==> src/rtl/inv_facto_if.sv <==
// rtl/inv_facto_if.sv - start/Done handshake and result bundle for the inverse-factorial engine
//
// Purpose: groups the request (Y, start_i) and result (busy, Done, exact, n_out)
// signals of inv_facto so that they travel as one port.
// Ports (as interface members):
//   Y       [W-1:0]    target value, driven by the requester
//   start_i            start request, driven by the requester
//   busy               computation in progress, driven by the engine
//   Done               one-cycle completion pulse, driven by the engine
//   exact              n_out! == Y, driven by the engine
//   n_out   [N_W-1:0]  largest n with n! <= Y, driven by the engine

interface inv_facto_if #(
  parameter int W   = 8,
  parameter int N_W = 8
);
  logic [W-1:0]   Y;
  logic           start_i;
  logic           busy;
  logic           Done;
  logic           exact;
  logic [N_W-1:0] n_out;

  modport master (
    output Y, start_i,
    input  busy, Done, exact, n_out
  );

  modport slave (
    input  Y, start_i,
    output busy, Done, exact, n_out
  );
endinterface

==> src/rtl/inv_facto.sv <==
// rtl/inv_facto.sv - inverse factorial: largest n with n! <= Y, plus exact-match flag
//
// Purpose: on an accepted start, walks fi = 1!, 2!, 3!, ... one product per clock
// until the running product reaches, passes or would overflow the target.
// Ports:
//   CLK   input   rising-edge system clock
//   RST   input   asynchronous active-low reset
//   bus   slave   Y/start_i request in, busy/Done/exact/n_out result out
//                 (all outputs registered)

module inv_facto #(
  parameter int W   = 8,
  parameter int N_W = 8
) (
  input  logic        CLK,
  input  logic        RST,
  inv_facto_if.slave  bus
);

  typedef enum logic [1:0] {IDLE, CALC, DONE} state_t;

  state_t         state, state_n;
  logic [W-1:0]   fi, fi_n;
  logic [N_W-1:0] i, i_n;
  logic [W-1:0]   y_r, y_n;
  logic           exact_r, exact_n;
  logic [N_W-1:0] n_r, n_n;
  logic           busy_r, done_r;

  logic [N_W-1:0]   i_inc;
  logic [W+N_W-1:0] p;

  // Full-width product so overflow can be seen in the upper N_W bits.
  assign i_inc = i + {{(N_W-1){1'b0}}, 1'b1};
  assign p     = {{N_W{1'b0}}, fi} * {{W{1'b0}}, i_inc};

  always_comb begin
    state_n = state;
    fi_n    = fi;
    i_n     = i;
    y_n     = y_r;
    exact_n = exact_r;
    n_n     = n_r;
    case (state)
      IDLE: begin
        if (bus.start_i) begin
          y_n     = bus.Y;
          fi_n    = {{(W-1){1'b0}}, 1'b1};
          i_n     = {{(N_W-1){1'b0}}, 1'b1};
          exact_n = 1'b0;
          n_n     = '0;
          state_n = CALC;
        end
      end
      CALC: begin
        if (fi == y_r) begin
          exact_n = 1'b1;
          n_n     = i;
          state_n = DONE;
        end else if (fi > y_r) begin
          // Previous factorial was the last one not exceeding Y.
          exact_n = 1'b0;
          n_n     = i - {{(N_W-1){1'b0}}, 1'b1};
          state_n = DONE;
        end else if (p[W+N_W-1:W] != '0) begin
          // (i+1)! cannot be represented, so it certainly exceeds Y.
          exact_n = 1'b0;
          n_n     = i;
          state_n = DONE;
        end else begin
          fi_n = p[W-1:0];
          i_n  = i_inc;
        end
      end
      DONE: begin
        state_n = IDLE;
      end
      default: begin
        state_n = IDLE;
      end
    endcase
  end

  always_ff @(posedge CLK or negedge RST) begin
    if (!RST) begin
      state   <= IDLE;
      fi      <= {{(W-1){1'b0}}, 1'b1};
      i       <= {{(N_W-1){1'b0}}, 1'b1};
      y_r     <= '0;
      exact_r <= 1'b0;
      n_r     <= '0;
      busy_r  <= 1'b0;
      done_r  <= 1'b0;
    end else begin
      state   <= state_n;
      fi      <= fi_n;
      i       <= i_n;
      y_r     <= y_n;
      exact_r <= exact_n;
      n_r     <= n_n;
      // Status flags track the next state so they are flops, not decodes.
      busy_r  <= (state_n == CALC);
      done_r  <= (state_n == DONE);
    end
  end

  assign bus.busy  = busy_r;
  assign bus.Done  = done_r;
  assign bus.exact = exact_r;
  assign bus.n_out = n_r;

endmodule
==> src/flat_wrapper.sv <==
// flat-port wrapper written by rule: the top's interface ports become plain ports
module inv_facto_flat 
#(
  parameter int W   = 8,
  parameter int N_W = 8
)
  (CLK, RST, bus_Y, bus_start_i, bus_busy, bus_Done, bus_exact, bus_n_out);
  inv_facto_if #(.W(W), .N_W(N_W)) bus_i ();
  input  logic CLK;
  input  logic RST;
  input wire logic [$bits(bus_i.Y)-1:0] bus_Y;
  input wire logic [$bits(bus_i.start_i)-1:0] bus_start_i;
  output wire logic [$bits(bus_i.busy)-1:0] bus_busy;
  output wire logic [$bits(bus_i.Done)-1:0] bus_Done;
  output wire logic [$bits(bus_i.exact)-1:0] bus_exact;
  output wire logic [$bits(bus_i.n_out)-1:0] bus_n_out;
  assign bus_i.Y = bus_Y;
  assign bus_i.start_i = bus_start_i;
  assign bus_busy = bus_i.busy;
  assign bus_Done = bus_i.Done;
  assign bus_exact = bus_i.exact;
  assign bus_n_out = bus_i.n_out;
  inv_facto #(.W(W), .N_W(N_W)) u_core (.CLK(CLK), .RST(RST), .bus(bus_i));
endmodule
==> config.mk <==
export PLATFORM = sky130hd
export DESIGN_NAME = inv_facto_flat
export DESIGN_NICKNAME = d
export VERILOG_FILES = /design/src/rtl/inv_facto_if.sv /design/src/rtl/inv_facto.sv /design/src/flat_wrapper.sv
export SDC_FILE = /design/constraint.sdc
export NUM_CORES = 1
export LEC_CHECK = 0
export CAP_MARGIN = 15
export CORE_ASPECT_RATIO = 0.6
export CORE_MARGIN = 10
export CORE_UTILIZATION = 33
export DETAILED_ROUTE_END_ITERATION = 7
export GPL_TIMING_DRIVEN = 0
export PLACE_DENSITY_LB_ADDON = 0.2
export SYNTH_ARGS = -nofsm -noshare
export SYNTH_HDL_FRONTEND = slang
export SYNTH_SLANG_ARGS = --single-unit
export TNS_END_PERCENT = 20
==> constraint.sdc <==
create_clock -name CLK -period 14.85 [get_ports CLK]
set_input_delay 1.485 -clock CLK [delete_from_list [all_inputs] [get_ports CLK]]
set_output_delay 1.485 -clock CLK [all_outputs]
set_load 0.05 [all_outputs]
# --- Word level (Yosys, flattened, before mapping) ---
# Cells that the tools add are included.
totals:
  word_cells: 51
  regBits: 37
  in_bits: 11
classes:
  n_mul: 1
  muxes: 24
  n_addsub: 2
  magnitude_cmp: 1
  reduce_logical: 6
  n_eq_ne: 9
op_table:
  columns: ["cell", "count"]
  rows:
  - ["2-to-1 mux 8 bit", 11]
  - ["one-hot mux 8 bit (2 select lines)", 3]
  - ["multiplier 8 x 8 -> 16 bit", 1]
  - ["adder 8 x 1 -> 8 bit, second input constant", 1]
  - ["equality test 8 bit", 1]
  - ["> comparator 8 bit", 1]
  - ["2-to-1 mux 2 bit", 4]
  - ["inequality test 2 bit, second input constant", 4]
  - ["nonzero test 8 bit", 1]
  - ["subtractor 8 x 1 -> 8 bit, second input constant", 1]
  - ["AND reduction 5 bit", 1]
  - ["equality test 2 x 1 -> 1 bit, second input constant", 2]
  - ["2-to-1 mux 1 bit", 4]
  - ["inequality test 4 x 1 -> 1 bit, second input constant", 1]
  - ["one-hot mux 2 bit (2 select lines)", 1]
  - ["AND reduction 3 bit", 1]
  - ["equality test 2 bit, second input constant", 1]
  - ["logical NOT 2 bit", 1]
  - ["one-hot mux 1 bit (2 select lines)", 1]
  - ["AND reduction 2 bit", 1]
  - ["nonzero test 2 bit", 1]

# --- Logic depth before layout (Yosys ltp) ---
depth:
  word_depth: 8
  depth_mapped: 23
  mapped_depth_nobuf: 21

# --- Least setup slack after synthesis ---
# Ideal clock, no wire load.
synth_path:
  kind: "reg2reg"
  start: "register u_core.i[4]"
  end: "register u_core.n_r[0] (netlist: u_core.bus.n_out[0])"
  arrival_time_ns: 6.210
  path_slack_ns: 8.560
  t_required_ns: 14.771
  path_stages_with_launch: 23
  cell_sequence: "dfrtp_1 clkbuf_1 and3_1 nand3_1 nor2_1 xor2_1 nand2_1 fa_1 fa_1 inv_1 fa_1 inv_1 fa_1 inv_1 ha_1 a21o_1 a221oi_2 o21ai_1 xor2_1 or4b_4 o41ai_2 buf_6 mux2i_1"
synth_between:
  elab_chain_len: 5
synth_rtl:
  columns: ["element", "line_no", "text"]
  rows:
  - ["from (decl)", "inv_facto.sv:24", "logic [N_W-1:0] i, i_n;"]
  - ["from (signal assigned)", "inv_facto.sv:88", "i <= {{(N_W-1){1'b0}}, 1'b1};"]
  - ["from (signal assigned)", "inv_facto.sv:97", "i <= i_n;"]
  - ["adder 8 x 1 -> 8 bit", "inv_facto.sv:34", "assign i_inc = i + {{(N_W-1){1'b0}}, 1'b1};"]
  - ["multiplier 8 x 8 -> 16 bit", "inv_facto.sv:35", "assign p = {{N_W{1'b0}}, fi} * {{W{1'b0}}, i_inc};"]
  - ["nonzero test 8 bit", "inv_facto.sv:65", "end else if (p[W+N_W-1:W] != '0) begin"]
  - ["inequality test 4 x 1 -> 1 bit (no line)", null, null]
  - ["AND reduction 3 bit (no line)", null, null]
  - ["to (signal assigned)", "inv_facto.sv:100", "n_r <= n_n;"]
  - ["to (decl)", "inv_facto.sv:27", "logic [N_W-1:0] n_r, n_n;"]
# No other way between the ends.
# A chain may end at the register's enable or synchronous reset.

# --- Worst setup path after layout ---
layout_path:
  start: "register u_core.i[4]"
  end: "register u_core.fi[2]"
layout_between:
  elab_chain_len: 5
layout_rtl:
  columns: ["element", "line_no", "text"]
  rows:
  - ["adder 8 x 1 -> 8 bit", "inv_facto.sv:34", null]
  - ["multiplier 8 x 8 -> 16 bit", "inv_facto.sv:35", null]
  - ["nonzero test 8 bit", "inv_facto.sv:65", null]
  - ["inequality test 2 bit (no line)", null, null]
  - ["AND reduction 5 bit (no line)", null, null]
  - ["to (signal assigned)", "inv_facto.sv:87", "fi <= {{(W-1){1'b0}}, 1'b1};"]
  - ["to (signal assigned)", "inv_facto.sv:96", "fi <= fi_n;"]
  - ["to (decl)", "inv_facto.sv:23", "logic [W-1:0] fi, fi_n;"]
# No other way between the ends.

==> run metrics <==
Starting Density 33.92%; # port buffers 21; Fillers 1257; post_cts resized 0; final slew viol count 0; # Max-Cap Violations 0; Avg WL per Cell 16.02 um; hold depth 2; R2R depth 23; Row Count 31; DRT Pass-1 Iters 5; Layout Area Growth over Synthesis 13.55%; number of vias per cell around 4.9; Final Cycle Share 49.48%; CTS tree built; flop-to-flop setup slack roughly 7.5 ns; number of global-route vias before repair around 3200; die area 0.01749 mm^2; crit path from u_core.i[4]; Die Height 106.5 um; #FFs+latches synth 37; synthesized instance count 454; initial antenna violation count 1; Reg clk slew, reported paths 0.06 ns; Req. time, crit path between 15 and 20 ns; Cell Area, Synth 0.004118 mm^2; reg-to-reg startpoint u_core.i[4]; worst vdd ir 0.00009902 V; total gr overflow 0; PwrDens approximately 160 mW/mm^2; CP max FO 10; nets 575; Min Hold Slack 0.4931 ns; dpl ws 7.571 ns; crit end category flop; Tightest Pin Transition about 1.1 ns; Hold-fix buffers, CTS 0; sequential share of the synthesized area 22.55%; Inserted Clock Buffers 5; HP Start u_core.y_r[0]; GPL Wtd Cong 0.8195; setup bufs post-CTS 0; Period minus WS final 7.348 ns; Slew headroom 24.17%; Startpoint Class flop; R2R Path End u_core.fi[2]; DR vias 3157; WHS Endpoint u_core.y_r[0]; CTS sink cnt 37; FFs w/ async S/R, synth 100.0%; clk_lat worst skew about 0.28 ns; Layout Skew 0.002857 ns; status complete, no violations; htree depth 2; FMAX ~0.14 GHz; worst-case clock buffer depth 2; crit path kind flop to flop; syn_area_per_cell 9.070 um^2; layout cell share with drive strength beyond 1 4.969%; first-pass GRT wire length 17280 um; drt drc 0; final setup vio count 0; Lkg Pwr 2.370 nW; RSZ-0062 raised after global routing no; Synthesized Nets 547; Setup TNS 0 ns; post-synth cell types 51; number of flops mapped to enable cells by yosys 0; largest net degree at the start of global routing 38; DRT Wirelength 10380 um; worst setup slack after layout 7.502 ns; DP Wirelength 8195 um; detailed router's first-iteration violation count 213; n_diodes 0; die width ~160 um; root buffer cell clkbuf_16; antenna viol nets, final 0; core region area 0.01214 mm^2; final hold violation count 0; Crit path arrival time 7.55 ns; # IOs 22; Post-synth top flop dfrtp_1; total track usage 12.51%; Hold Path Class flop to flop; Ys Warns 0
## placed cells by master (no fill, tap or decap), drive strengths merged, types with 2 or more instances in the layout
cell type       n
ha             46
o21ai          10
o211ai          2
and2           30
xnor2          14
xor2           10
or2             2
mux2            5
nand4           3
buf             4
nor3            9
clkbuf         22
nor2b           8
fa             36
or3             4
o41ai           3
a211oi          2
clkdlybuf4s50  20
nor2           15
a31oi           2
a221oi          2
a21o            6
a21oi           7
inv            68
and3            5
dfstp           2
a32o            2
nand3           6
dfrtp          35
mux2i          18
nand2          70
## layer usage
layer | track usage, % | share of wire (%)
met1 | 20.16 | 56
met2 | 16.25 | 37
met3 | 3.005 | 6.1
met4 | 1.525 | 0.37
met5 | 0 | 0
## where the power goes
group	internal, mW	switching, mW	total, mW
Sequential	0.138	0.0275	0.166
Clock	0.0671	0.0433	0.110
Combinational	0.192	0.301	0.493
Total	0.397	0.372	0.769
## sequential cells by signal, indices dropped and copies added, names as in the netlist
name              count
u_core.bus.busy       1
u_core.fi             8
u_core.y_r            8
u_core.bus.n_out      8
u_core.bus.Done       1
u_core.bus.exact      1
u_core.state          2
u_core.i              8
## cells by family (layout without fill, tap and decap cells)
kind of cell,Yosys count,after routing,share of synthesized area [%]
AOI/OAI and AO/OA,43,43,7.749
xor gates and xnor gates,24,24,5.105
buffers and inverters,85,114,8.113
muxes,23,23,5.743
and+or+nand+nor,160,160,19.26
DFF,37,37,22.55
adders and majority gates,82,82,31.48
## cell usage after synthesis, types with 3 or more instances
| master | n | share of area [%] |
|---|---|---|
| nand3_1 | 6 | 0.73 |
| nor2b_1 | 8 | 1.2 |
| mux2_2 | 5 | 1.4 |
| nand4_1 | 3 | 0.46 |
| nand2_1 | 70 | 6.4 |
| inv_1 | 68 | 6.2 |
| nor2_1 | 15 | 1.4 |
| and2_1 | 30 | 4.6 |
| or3_1 | 4 | 0.61 |
| xnor2_1 | 14 | 3.0 |
| mux2i_1 | 18 | 4.4 |
| clkbuf_1 | 14 | 1.3 |
| xor2_1 | 10 | 2.1 |
| dfrtp_1 | 35 | 21 |
| ha_1 | 46 | 14 |
| fa_1 | 36 | 18 |
| a21oi_1 | 7 | 0.85 |
| a21o_1 | 6 | 1.1 |
| nor3_1 | 8 | 0.97 |
| and3_1 | 5 | 0.76 |
| o21ai_0 | 8 | 0.97 |
## metrics by stage
step / instance area [um^2] / total power, mW / util, % / instances
3_5_place_dp: 4529 / 0.6601 / 37.31 / 640
2_1_floorplan: 4118 / 0.5199 / - / 454
3_3_place_gp: 4534 / 0.6513 / 37.35 / 640
4_1_cts: 4676 / 0.7754 / 38.51 / 648
5_1_grt: 4676 / 0.8429 / 38.51 / 648
6_report: 4676 / 0.7689 / 38.51 / 648
## area by class of cell
class / instances / area (um^2) / share of cell area [%]
sequential: 37 / 928.4 / 19.86
tap: 165 / 206.4 / 4.415
buffer: 17 / 78.83 / 1.686
clock buffer: 8 / 146.4 / 3.131
inverter: 68 / 255.2 / 5.459
timing repair buffer: 21 / 205.2 / 4.389
multi-input combinational: 332 / 2855 / 61.07
## worst max-delay path: stages, from the launching register on
cell and delay [ns]:
dfrtp_1 0.32, clkbuf_1 0.40, and3_1 0.23, nand3_1 0.18
nor2_1 0.19, xor2_1 0.63, nand2_1 0.18, fa_1 0.53
fa_1 0.56, inv_1 0.06, fa_1 0.53, inv_1 0.05
fa_1 0.53, inv_1 0.04, ha_1 0.34, a21o_1 0.21
a221oi_2 0.54, o21ai_0 0.30, mux2_2 0.34, a211oi_2 0.26
nand4b_1 0.15, buf_4 0.20, buf_4 0.25, mux2i_1 0.22
## worst max-delay path by stage
stage | end | slack (ns) | cells past startpoint
2_1_floorplan | u_core.bus.n_out[0] | 8.56 | 22
3_3_place_gp | u_core.fi[3] | 7.65 | 23
3_5_place_dp | u_core.fi[2] | 7.57 | 23
5_1_grt | u_core.fi[5] | 7.05 | 23
4_1_cts | u_core.fi[2] | 7.55 | 23
6_report | u_core.fi[2] | 7.50 | 23
Note: power is estimated with default switching activity, not from simulation.
